File: src/rtl/bcd_entry_pkg.sv
`default_nettype none
// ============================================================================
// Module   : bcd_entry_pkg
// Summary  : Shared entry-state encoding and seven-segment constants.
// Revision : 1.0 - initial release
// ============================================================================
package bcd_entry_pkg;

    typedef enum logic [1:0] {
        IDLE = 2'd0,
        ONES = 2'd1,
        TENS = 2'd2,
        HUNS = 2'd3
    } entry_state_t;

    localparam logic [6:0] SEG_BLANK = 7'h7F;
    localparam logic [6:0] SEG_MINUS = 7'h3F;

    // Active-low patterns, element N is digit N.
    localparam logic [9:0][6:0] SEG_DIGITS = {
        7'h10, 7'h00, 7'h78, 7'h02, 7'h12,
        7'h19, 7'h30, 7'h24, 7'h79, 7'h40
    };

endpackage
`default_nettype wire

File: src/rtl/seg7_decoder.sv
`default_nettype none
// ============================================================================
// Module   : seg7_decoder
// Summary  : Decimal digit to active-low seven-segment pattern.
// Revision : 1.0 - initial release
// ============================================================================
module seg7_decoder
    import bcd_entry_pkg::*;
(
    input  logic [3:0] i_digit,
    output logic [6:0] o_seg
);

    always_comb begin
        o_seg = SEG_BLANK;
        if (i_digit <= 4'd9) begin
            o_seg = SEG_DIGITS[i_digit];
        end
    end

endmodule
`default_nettype wire

File: src/rtl/bcd_entry_display.sv
`default_nettype none
// ============================================================================
// Module   : bcd_entry_display
// Summary  : DE1 signed 3-digit decimal entry with blinking cursor digit,
//            sign display and binary magnitude on LEDR.
// Revision : 1.0 - initial release
// ============================================================================
module bcd_entry_display
    import bcd_entry_pkg::*;
#(
    parameter int BLINK_HALF = 12_500_000
) (
    input  logic       CLOCK_50,
    input  logic [3:0] KEY,
    input  logic [9:0] SW,
    output logic [7:0] LEDG,
    output logic [9:0] LEDR,
    output logic [6:0] HEX0,
    output logic [6:0] HEX1,
    output logic [6:0] HEX2,
    output logic [6:0] HEX3
);

    localparam int                 c_cnt_w      = (BLINK_HALF > 1) ? $clog2(BLINK_HALF) : 1;
    localparam logic [c_cnt_w-1:0] c_blink_last = c_cnt_w'(BLINK_HALF - 1);

    logic               w_rst_n;
    logic               w_unused;
    logic [2:0]         r_key3_pipe;
    logic               w_press;
    logic [3:0]         w_digit;
    logic [9:0]         w_value;
    entry_state_t       r_track_inp;
    entry_state_t       w_track_nxt;
    logic [2:0][3:0]    r_d;
    logic [9:0]         r_ledr;
    logic               r_sign;
    logic [c_cnt_w-1:0] r_blink_cnt;
    logic               r_blink_on;
    logic [2:0]         w_flash;
    logic [2:0][6:0]    w_seg;
    logic [2:0][6:0]    w_hex;

    assign w_rst_n  = KEY[0];
    assign w_unused = ^{KEY[2:1], SW[8:4]};

    // [0] metastability stage, [1] synchronized level, [2] previous level.
    always_ff @(posedge CLOCK_50 or negedge w_rst_n) begin
        if (!w_rst_n) begin
            r_key3_pipe <= 3'b111;
        end else begin
            r_key3_pipe <= {r_key3_pipe[1:0], KEY[3]};
        end
    end

    assign w_press = r_key3_pipe[2] & ~r_key3_pipe[1];
    assign w_digit = (SW[3:0] > 4'd9) ? 4'd9 : SW[3:0];
    assign w_value = 10'(w_digit) * 10'd100 + 10'(r_d[1]) * 10'd10 + 10'(r_d[0]);

    always_ff @(posedge CLOCK_50 or negedge w_rst_n) begin
        if (!w_rst_n) begin
            r_track_inp <= IDLE;
        end else begin
            r_track_inp <= w_track_nxt;
        end
    end

    always_comb begin
        w_track_nxt = r_track_inp;
        if (w_press) begin
            case (r_track_inp)
                IDLE:    w_track_nxt = ONES;
                ONES:    w_track_nxt = TENS;
                TENS:    w_track_nxt = HUNS;
                default: w_track_nxt = IDLE;
            endcase
        end
    end

    always_ff @(posedge CLOCK_50 or negedge w_rst_n) begin
        if (!w_rst_n) begin
            r_d    <= '0;
            r_ledr <= '0;
            r_sign <= 1'b0;
        end else if (w_press) begin
            case (r_track_inp)
                IDLE: r_d    <= '0;
                ONES: r_d[0] <= w_digit;
                TENS: r_d[1] <= w_digit;
                default: begin
                    r_d[2] <= w_digit;
                    r_ledr <= w_value;
                    r_sign <= SW[9];
                end
            endcase
        end
    end

    // Held cleared in IDLE so every new entry starts in the visible phase.
    always_ff @(posedge CLOCK_50 or negedge w_rst_n) begin
        if (!w_rst_n) begin
            r_blink_cnt <= '0;
            r_blink_on  <= 1'b1;
        end else if (r_track_inp == IDLE) begin
            r_blink_cnt <= '0;
            r_blink_on  <= 1'b1;
        end else if (r_blink_cnt == c_blink_last) begin
            r_blink_cnt <= '0;
            r_blink_on  <= ~r_blink_on;
        end else begin
            r_blink_cnt <= r_blink_cnt + 1'b1;
        end
    end

    assign w_flash = {r_track_inp == HUNS, r_track_inp == TENS, r_track_inp == ONES};

    genvar gi;
    generate
        for (gi = 0; gi < 3; gi++) begin : g_digits
            logic [3:0] w_sel;

            assign w_sel = w_flash[gi] ? w_digit : r_d[gi];

            seg7_decoder u_dec (
                .i_digit (w_sel),
                .o_seg   (w_seg[gi])
            );

            assign w_hex[gi] = (w_flash[gi] && !r_blink_on) ? SEG_BLANK : w_seg[gi];
        end
    endgenerate

    assign HEX0 = w_hex[0];
    assign HEX1 = w_hex[1];
    assign HEX2 = w_hex[2];
    assign HEX3 = r_sign ? SEG_MINUS : SEG_BLANK;
    assign LEDG = {5'b00000, w_flash};
    assign LEDR = r_ledr;

endmodule
`default_nettype wire

File: config.mk
export PLATFORM = sky130hd
export DESIGN_NAME = bcd_entry_display
export DESIGN_NICKNAME = d
export VERILOG_FILES = /design/src/rtl/bcd_entry_pkg.sv /design/src/rtl/seg7_decoder.sv /design/src/rtl/bcd_entry_display.sv
export SDC_FILE = /design/constraint.sdc
export NUM_CORES = 1
export LEC_CHECK = 0
export BUFFER_PORTS_ARGS = -buffer_cell sky130_fd_sc_hd__clkbuf_2
export CAP_MARGIN = 25
export CORE_MARGIN = 2
export CORE_UTILIZATION = 40
export CTS_CLUSTER_SIZE = 40
export DETAILED_ROUTE_END_ITERATION = 8
export GPL_ROUTABILITY_DRIVEN = 1
export PLACE_DENSITY = 0.69
export SETUP_SLACK_MARGIN = 0.2
export SYNTH_ARGS = -nofsm -noshare
export SYNTH_HDL_FRONTEND = slang
export SYNTH_SLANG_ARGS = --single-unit
export TNS_END_PERCENT = 100
File: constraint.sdc
create_clock -name CLOCK_50 -period 3.6 [get_ports CLOCK_50]
set_clock_uncertainty 0.1 [all_clocks]
set_input_delay 0.18 -clock CLOCK_50 [delete_from_list [all_inputs] [get_ports CLOCK_50]]
set_output_delay 0.18 -clock CLOCK_50 [all_outputs]
set_load 0.005 [all_outputs]
# Word-level counts from Yosys, hierarchy flattened
# Memories as Yosys holds them, arrays and structs flattened.
# Index checks and enable logic that the tools add are counted.
[word_totals]
regBits = 53
mem_bits_ro = 336
inputBits = 15
output_inout_bits = 46
wordCells = 69
mem_count = 3
[op_classes]
add_sub_neg = 3
n_mul = 2
magnitude_cmp = 7
eq_ne = 4
mux = 22
n_bitwise = 5
reduce_logical = 14
[memory_table]
columns = ["name", "depth", "width", "read_ports", "rd_clocked_by_memory_dff", "write_ports", "line_no", "rtl"]
rows = [
  ["(name not given)", 16, 7, 1, 0, 0, "seg7_decoder.sv:17", "o_seg = SEG_DIGITS[i_digit];"],
  ["(name not given)", 16, 7, 1, 0, 0, "seg7_decoder.sv:17", ""],
  ["(name not given)", 16, 7, 1, 0, 0, "seg7_decoder.sv:17", ""],
]
[op_table]
columns = ["cell", "count"]
rows = [
  ["$mux W7", 10],
  ["$mux W24", 2],
  ["$add A24 B1 Y24 const B", 1],
  ["$eq A24 B24 Y1 const B", 1],
  ["$pmux W4 S2", 3],
  ["$mux W4", 4],
  ["$lt A4 B5 Y1 const B", 3],
  ["$le A4 B4 Y1 const B", 3],
  ["$add A10 B4 Y10", 1],
  ["$add A10 B8 Y10", 1],
  ["$mul A4 B5 Y8 const B", 1],
  ["$reduce_and A2 Y1", 4],
  ["$mul A4 B3 Y7 const B", 1],
  ["$pmux W2 S3", 1],
  ["$reduce_bool A2 Y1", 3],
  ["$eq A2 B2 Y1 const B", 2],
  ["$gt A4 B4 Y1 const B", 1],
  ["$not A1 Y1", 4],
  ["$logic_and A1 B1 Y1", 3],
  ["$reduce_or A3 Y1", 1],
  ["$eq A2 B1 Y1 const B", 1],
  ["$logic_not A2 Y1", 1],
  ["$mux W1", 2],
  ["$reduce_or A2 Y1", 1],
  ["other kinds (2)", 2],
]

# Logic depth before layout (Yosys ltp)
[logic_depth]
depth_word = 7
ltp_mapped = 12
mapped_depth_nobuf = 12

# Hierarchy
# From an unflattened synthesis, not the netlist that was laid out.
[unflattened]
hier_cells = 437
hier_area_um2 = 3997.6
[by_module_without_submodules]
columns = ["mod", "n_inst", "cells_each", "area_per_inst_um2", "seq_area_each_um2"]
rows = [
  ["bcd_entry_display", 1, 347, 3378.2, 1331.3],
  ["seg7_decoder", 3, 30, 206.4, 0.0],
]

# Worst setup path before layout
# OpenSTA, ideal clock, no wires.
[synth_path]
path_type = "register to register"
start = "register r_d[5] (netlist name)"
end = "register r_ledr[9], in the netlist LEDR[9]"
setup_ns = 0.125
arrival_ns = 2.835
t_required_ns = 3.375
slack_ns = 0.541
path_stages_with_launch = 13
path_buffers = 0
period_less_slack_ns = 3.059
cell_sequence = "dfrtp_1 ha_1 ha_1 inv_1 fa_1 xnor2_1 ha_1 ha_1 a21oi_1 o21ai_0 o31a_1 xnor2_1 mux2_2"
[synth_via]
elab_chain_cells = 3
[synth_rtl]
columns = ["element", "line_no", "rtl"]
rows = [
  ["start, declared", "bcd_entry_display.sv:35", "logic [2:0][3:0] r_d;"],
  ["$mul A4 B3 Y7", "bcd_entry_display.sv:58", "assign w_value = 10'(w_digit) * 10'd100 + 10'(r_d[1]) * 10'd10 + 10'(r_d[0]);"],
  ["$add A10 B8 Y10", "bcd_entry_display.sv:58", ""],
  ["$add A10 B4 Y10", "bcd_entry_display.sv:58", ""],
  ["end signal, assigned", "bcd_entry_display.sv:92", "r_ledr <= w_value;"],
  ["end, declared", "bcd_entry_display.sv:36", "logic [9:0] r_ledr;"],
]
# No other way between the ends.
# A chain may end at the register's enable or synchronous reset.

# Worst setup path in the final report
# Same ends and word-level chain as after synthesis.

==> flow_metrics.tcl <==
set metrics [dict create \
    finalSetupTns_ps 0 \
    crit_chain "ha_1, ha_1, inv_1, fa_1, xnor2_1, ha_1, ha_1, a21oi_1, o21ai_1, o31a_1, xnor2_1, mux2_2" \
    slew_headroom 0.424 \
    coreArea_um2 9640 \
    antenna_found_initial 0 \
    path_max_fanout 4 \
    crit_path_max_incr_delay_ps 450 \
    vdd_drop_max_mv 0.343 \
    viasPerCell 5.01 \
    hold_viol 0 \
    seq_area_um2 1330 \
    p_leak_nw 2.07 \
    hold_path_class "in2reg" \
    p_int_mw 1.77 \
    yosys_register_bits 53 \
    yosysSeqAreaShare 0.340 \
    power.switching_mw 1.38 \
    drtIter0Drc 70 \
    drtPass1Iterations 4 \
    switching_share 0.438 \
    die_area_um2 10600 \
    grt_max_degree 34 \
    synthDistinctLibCells 51 \
    gp_congestion 0.802 \
    p_seq_frac 0.272 \
    wl_per_cell_um 12.4 \
    power_density_nw_per_um2 726 \
    grt_pass1_vias 2680 \
    numCtsBuffers 5 \
    nNetsFinal 500 \
    outcome "complete, no violations" \
    combPwrFrac 0.613 \
    fin_crit_sh 0.884 \
    die_w_um 103 \
    cap_violations 0 \
    num_vias 2878 \
    postSynthAreaPerCell_um2 9.90 \
    wl_um 7120 \
    clkPwrFrac 0.114 \
    tightest_slew_ps 864 \
    synthesis.area_um2 3920 \
    slowest_stage "dfrtp_2" \
    fin_util 0.450 \
    crit_family "adder cells" \
    fmax_mhz 314 \
    worst_setup_path_start_kind "register" \
    overflow 0 \
    worstSetupPathType "reg2reg" \
    async_flop_share 1.00 \
    path_clk_slew_ps 100 \
    synth_warnings 0 \
    root_buffer "clkbuf_8" \
    die_h_um 103 \
    fill_cells 973 \
    synth_edf_count 0 \
    crit_top_cell "ha_1" \
    cp-end-kind "register" \
    dp_slack_ps 372 \
    clock-sinks 53 \
    setup_viol 0 \
    syn_to_final_growth_pct 10.7 \
    required_ps 3700 \
    synthTopCellsByArea "dfrtp_1 (31%), ha_1 (13%), xnor2_1 (4.0%), xor2_1 (3.6%), mux2i_1 (3.1%)" \
    period_minus_slack_ps 3180 \
    htreeDepth 2 \
    crit_buf_inv 1 \
    grt.total_usage 0.139 \
    yosys-top-cells-count "dfrtp_1 (49), ha_1 (41), nor2_1 (32)" \
    cts_buffer_depth 2 \
    multi_input_area_um2 2370 \
    drive_above_1_share 0.213 \
    slew_viol_final 0 \
    io_pins 61 \
    start_util 0.407 \
    critPathArrivalTime_ps 3280 \
    grt_pass1_wl_um 11700 \
    ys.flop_type "dfrtp_1" \
    insertion_delay_ps 320 \
    synth.most_common_cell "dfrtp_1" \
    synth_cells 396 \
    synth_largest_type_area_fraction 0.313 \
    cts_tree "done" \
    io_buffers 42 \
    diodes 0 \
    drcViolationCount 0 \
    rsz0062_at_grt "false" \
    rows 36 \
    drtAntennaViolNets 0 \
    setup_ws_ps 419 \
    hpwl_um 5430 \
    yosys.area.top_type "dfrtp_1" \
]
[sequential cells by signal, summed over array words and instances (netlist names)]
name         cells
r_key3_pipe      3
r_blink_on       1
r_d             12
r_blink_cnt     24
r_sign           1
r_track_inp      2
LEDR            10
[power by group through the flow]
stage	registers [mW]	clock network (mW)	logic, mW
global route	0.879	0.390	2.21
detailed placement	0.870	0	1.95
floorplan	0.849	0	1.41
global placement	0.862	0	1.90
CTS	0.857	0.369	1.97
finish	0.858	0.360	1.93
[worst paths after layout]
| kind | depth (start not counted) | start | endpoint | slack (ps) |
|---|---|---|---|---|
| max | 12 | r_d[5]$_DFFE_PN0P_ | LEDR[9]$_DFFE_PN0P_ | 420 |
| min | 3 | SW[1] | r_d[9]$_DFFE_PN0P_ | 170 |
| max reg2reg | 12 | r_d[5]$_DFFE_PN0P_ | LEDR[9]$_DFFE_PN0P_ | 420 |
| min reg2reg | 0 | r_key3_pipe[0]$_DFF_PN1_ | r_key3_pipe[1]$_DFF_PN1_ | 260 |
| max in group asynchronous | 3 | KEY[0] | LEDR[8]$_DFFE_PN0P_ | 2290 |
| min in group asynchronous | 2 | KEY[0] | r_d[10]$_DFFE_PN0P_ | 280 |
[stage by stage]
stage          power, mW  hold WS, ps  instance area, um2  std cells
2_1_floorplan       2.26         -216                3950        405
3_3_place_gp        2.76         76.1                4210        563
3_5_place_dp        2.82         83.9                4210        563
4_1_cts             3.19          166                4340        574
5_1_grt             3.48          180                4340        574
6_report            3.15          170                4340        574
[routing by layer]
metal | vias to the layer above | global-route usage | share of wire
met4 | 0 | 0.0506 | 0.015
met3 | 10 | 0.0251 | 0.026
li1 | 1427 | - | -
met1 | 1404 | 0.160 | 0.45
met2 | 37 | 0.256 | 0.50
met5 | - | 0 | 0
[worst reg2reg max path, delay by kind of cell (launching register included)]
family | cells | cell delay, ps
AOI/OAI and AO/OA | 3 | 510
xor gates and xnor gates | 2 | 280
DFF | 1 | 450
buffers and inverters | 1 | 50
adders and majority gates | 5 | 1410
muxes | 1 | 260
[timing repair]
item                                    CTS  global route
endpoints found under the setup margin    0             1
hold buffers                              3             0
resized for setup                         0             3
hold endpoints to repair                 18             0
buffers inserted                          0             0
[cell families after synthesis]
family / share of synthesized area
AND/OR/NAND/NOR: 0.164
flip-flops: 0.340
other: 0.00192
AO/OA/AOI/OAI: 0.129
multiplexers: 0.0737
adder cells (fa/ha/maj): 0.151
buffers and inverters: 0.0645
XOR/XNOR: 0.0760
[placed cells by master, fill, tap and decap left out, drive strengths merged, types with 4 or more instances in the layout]
cell type / n
xnor2: 18
mux2i: 15
nand3: 11
a32o: 8
mux2: 9
ha: 41
xor2: 16
nand2: 27
nand2b: 6
and3: 4
nand4: 7
clkbuf: 49
dfstp: 4
inv: 24
o21ai: 36
buf: 6
fa: 4
nor2b: 11
nor2: 35
nor4: 4
dfrtp: 49
or2: 4
a21oi: 11
conb: 11
[layout make-up]
class                      instances  area share
timing repair buffer              51      0.0657
tap                              133      0.0384
sequential                        53       0.307
clock buffer                       7      0.0199
inverter                          24      0.0208
multi-input combinational        305       0.546
clock inverter                     1     0.00173
(Power assumes the default switching activity.)
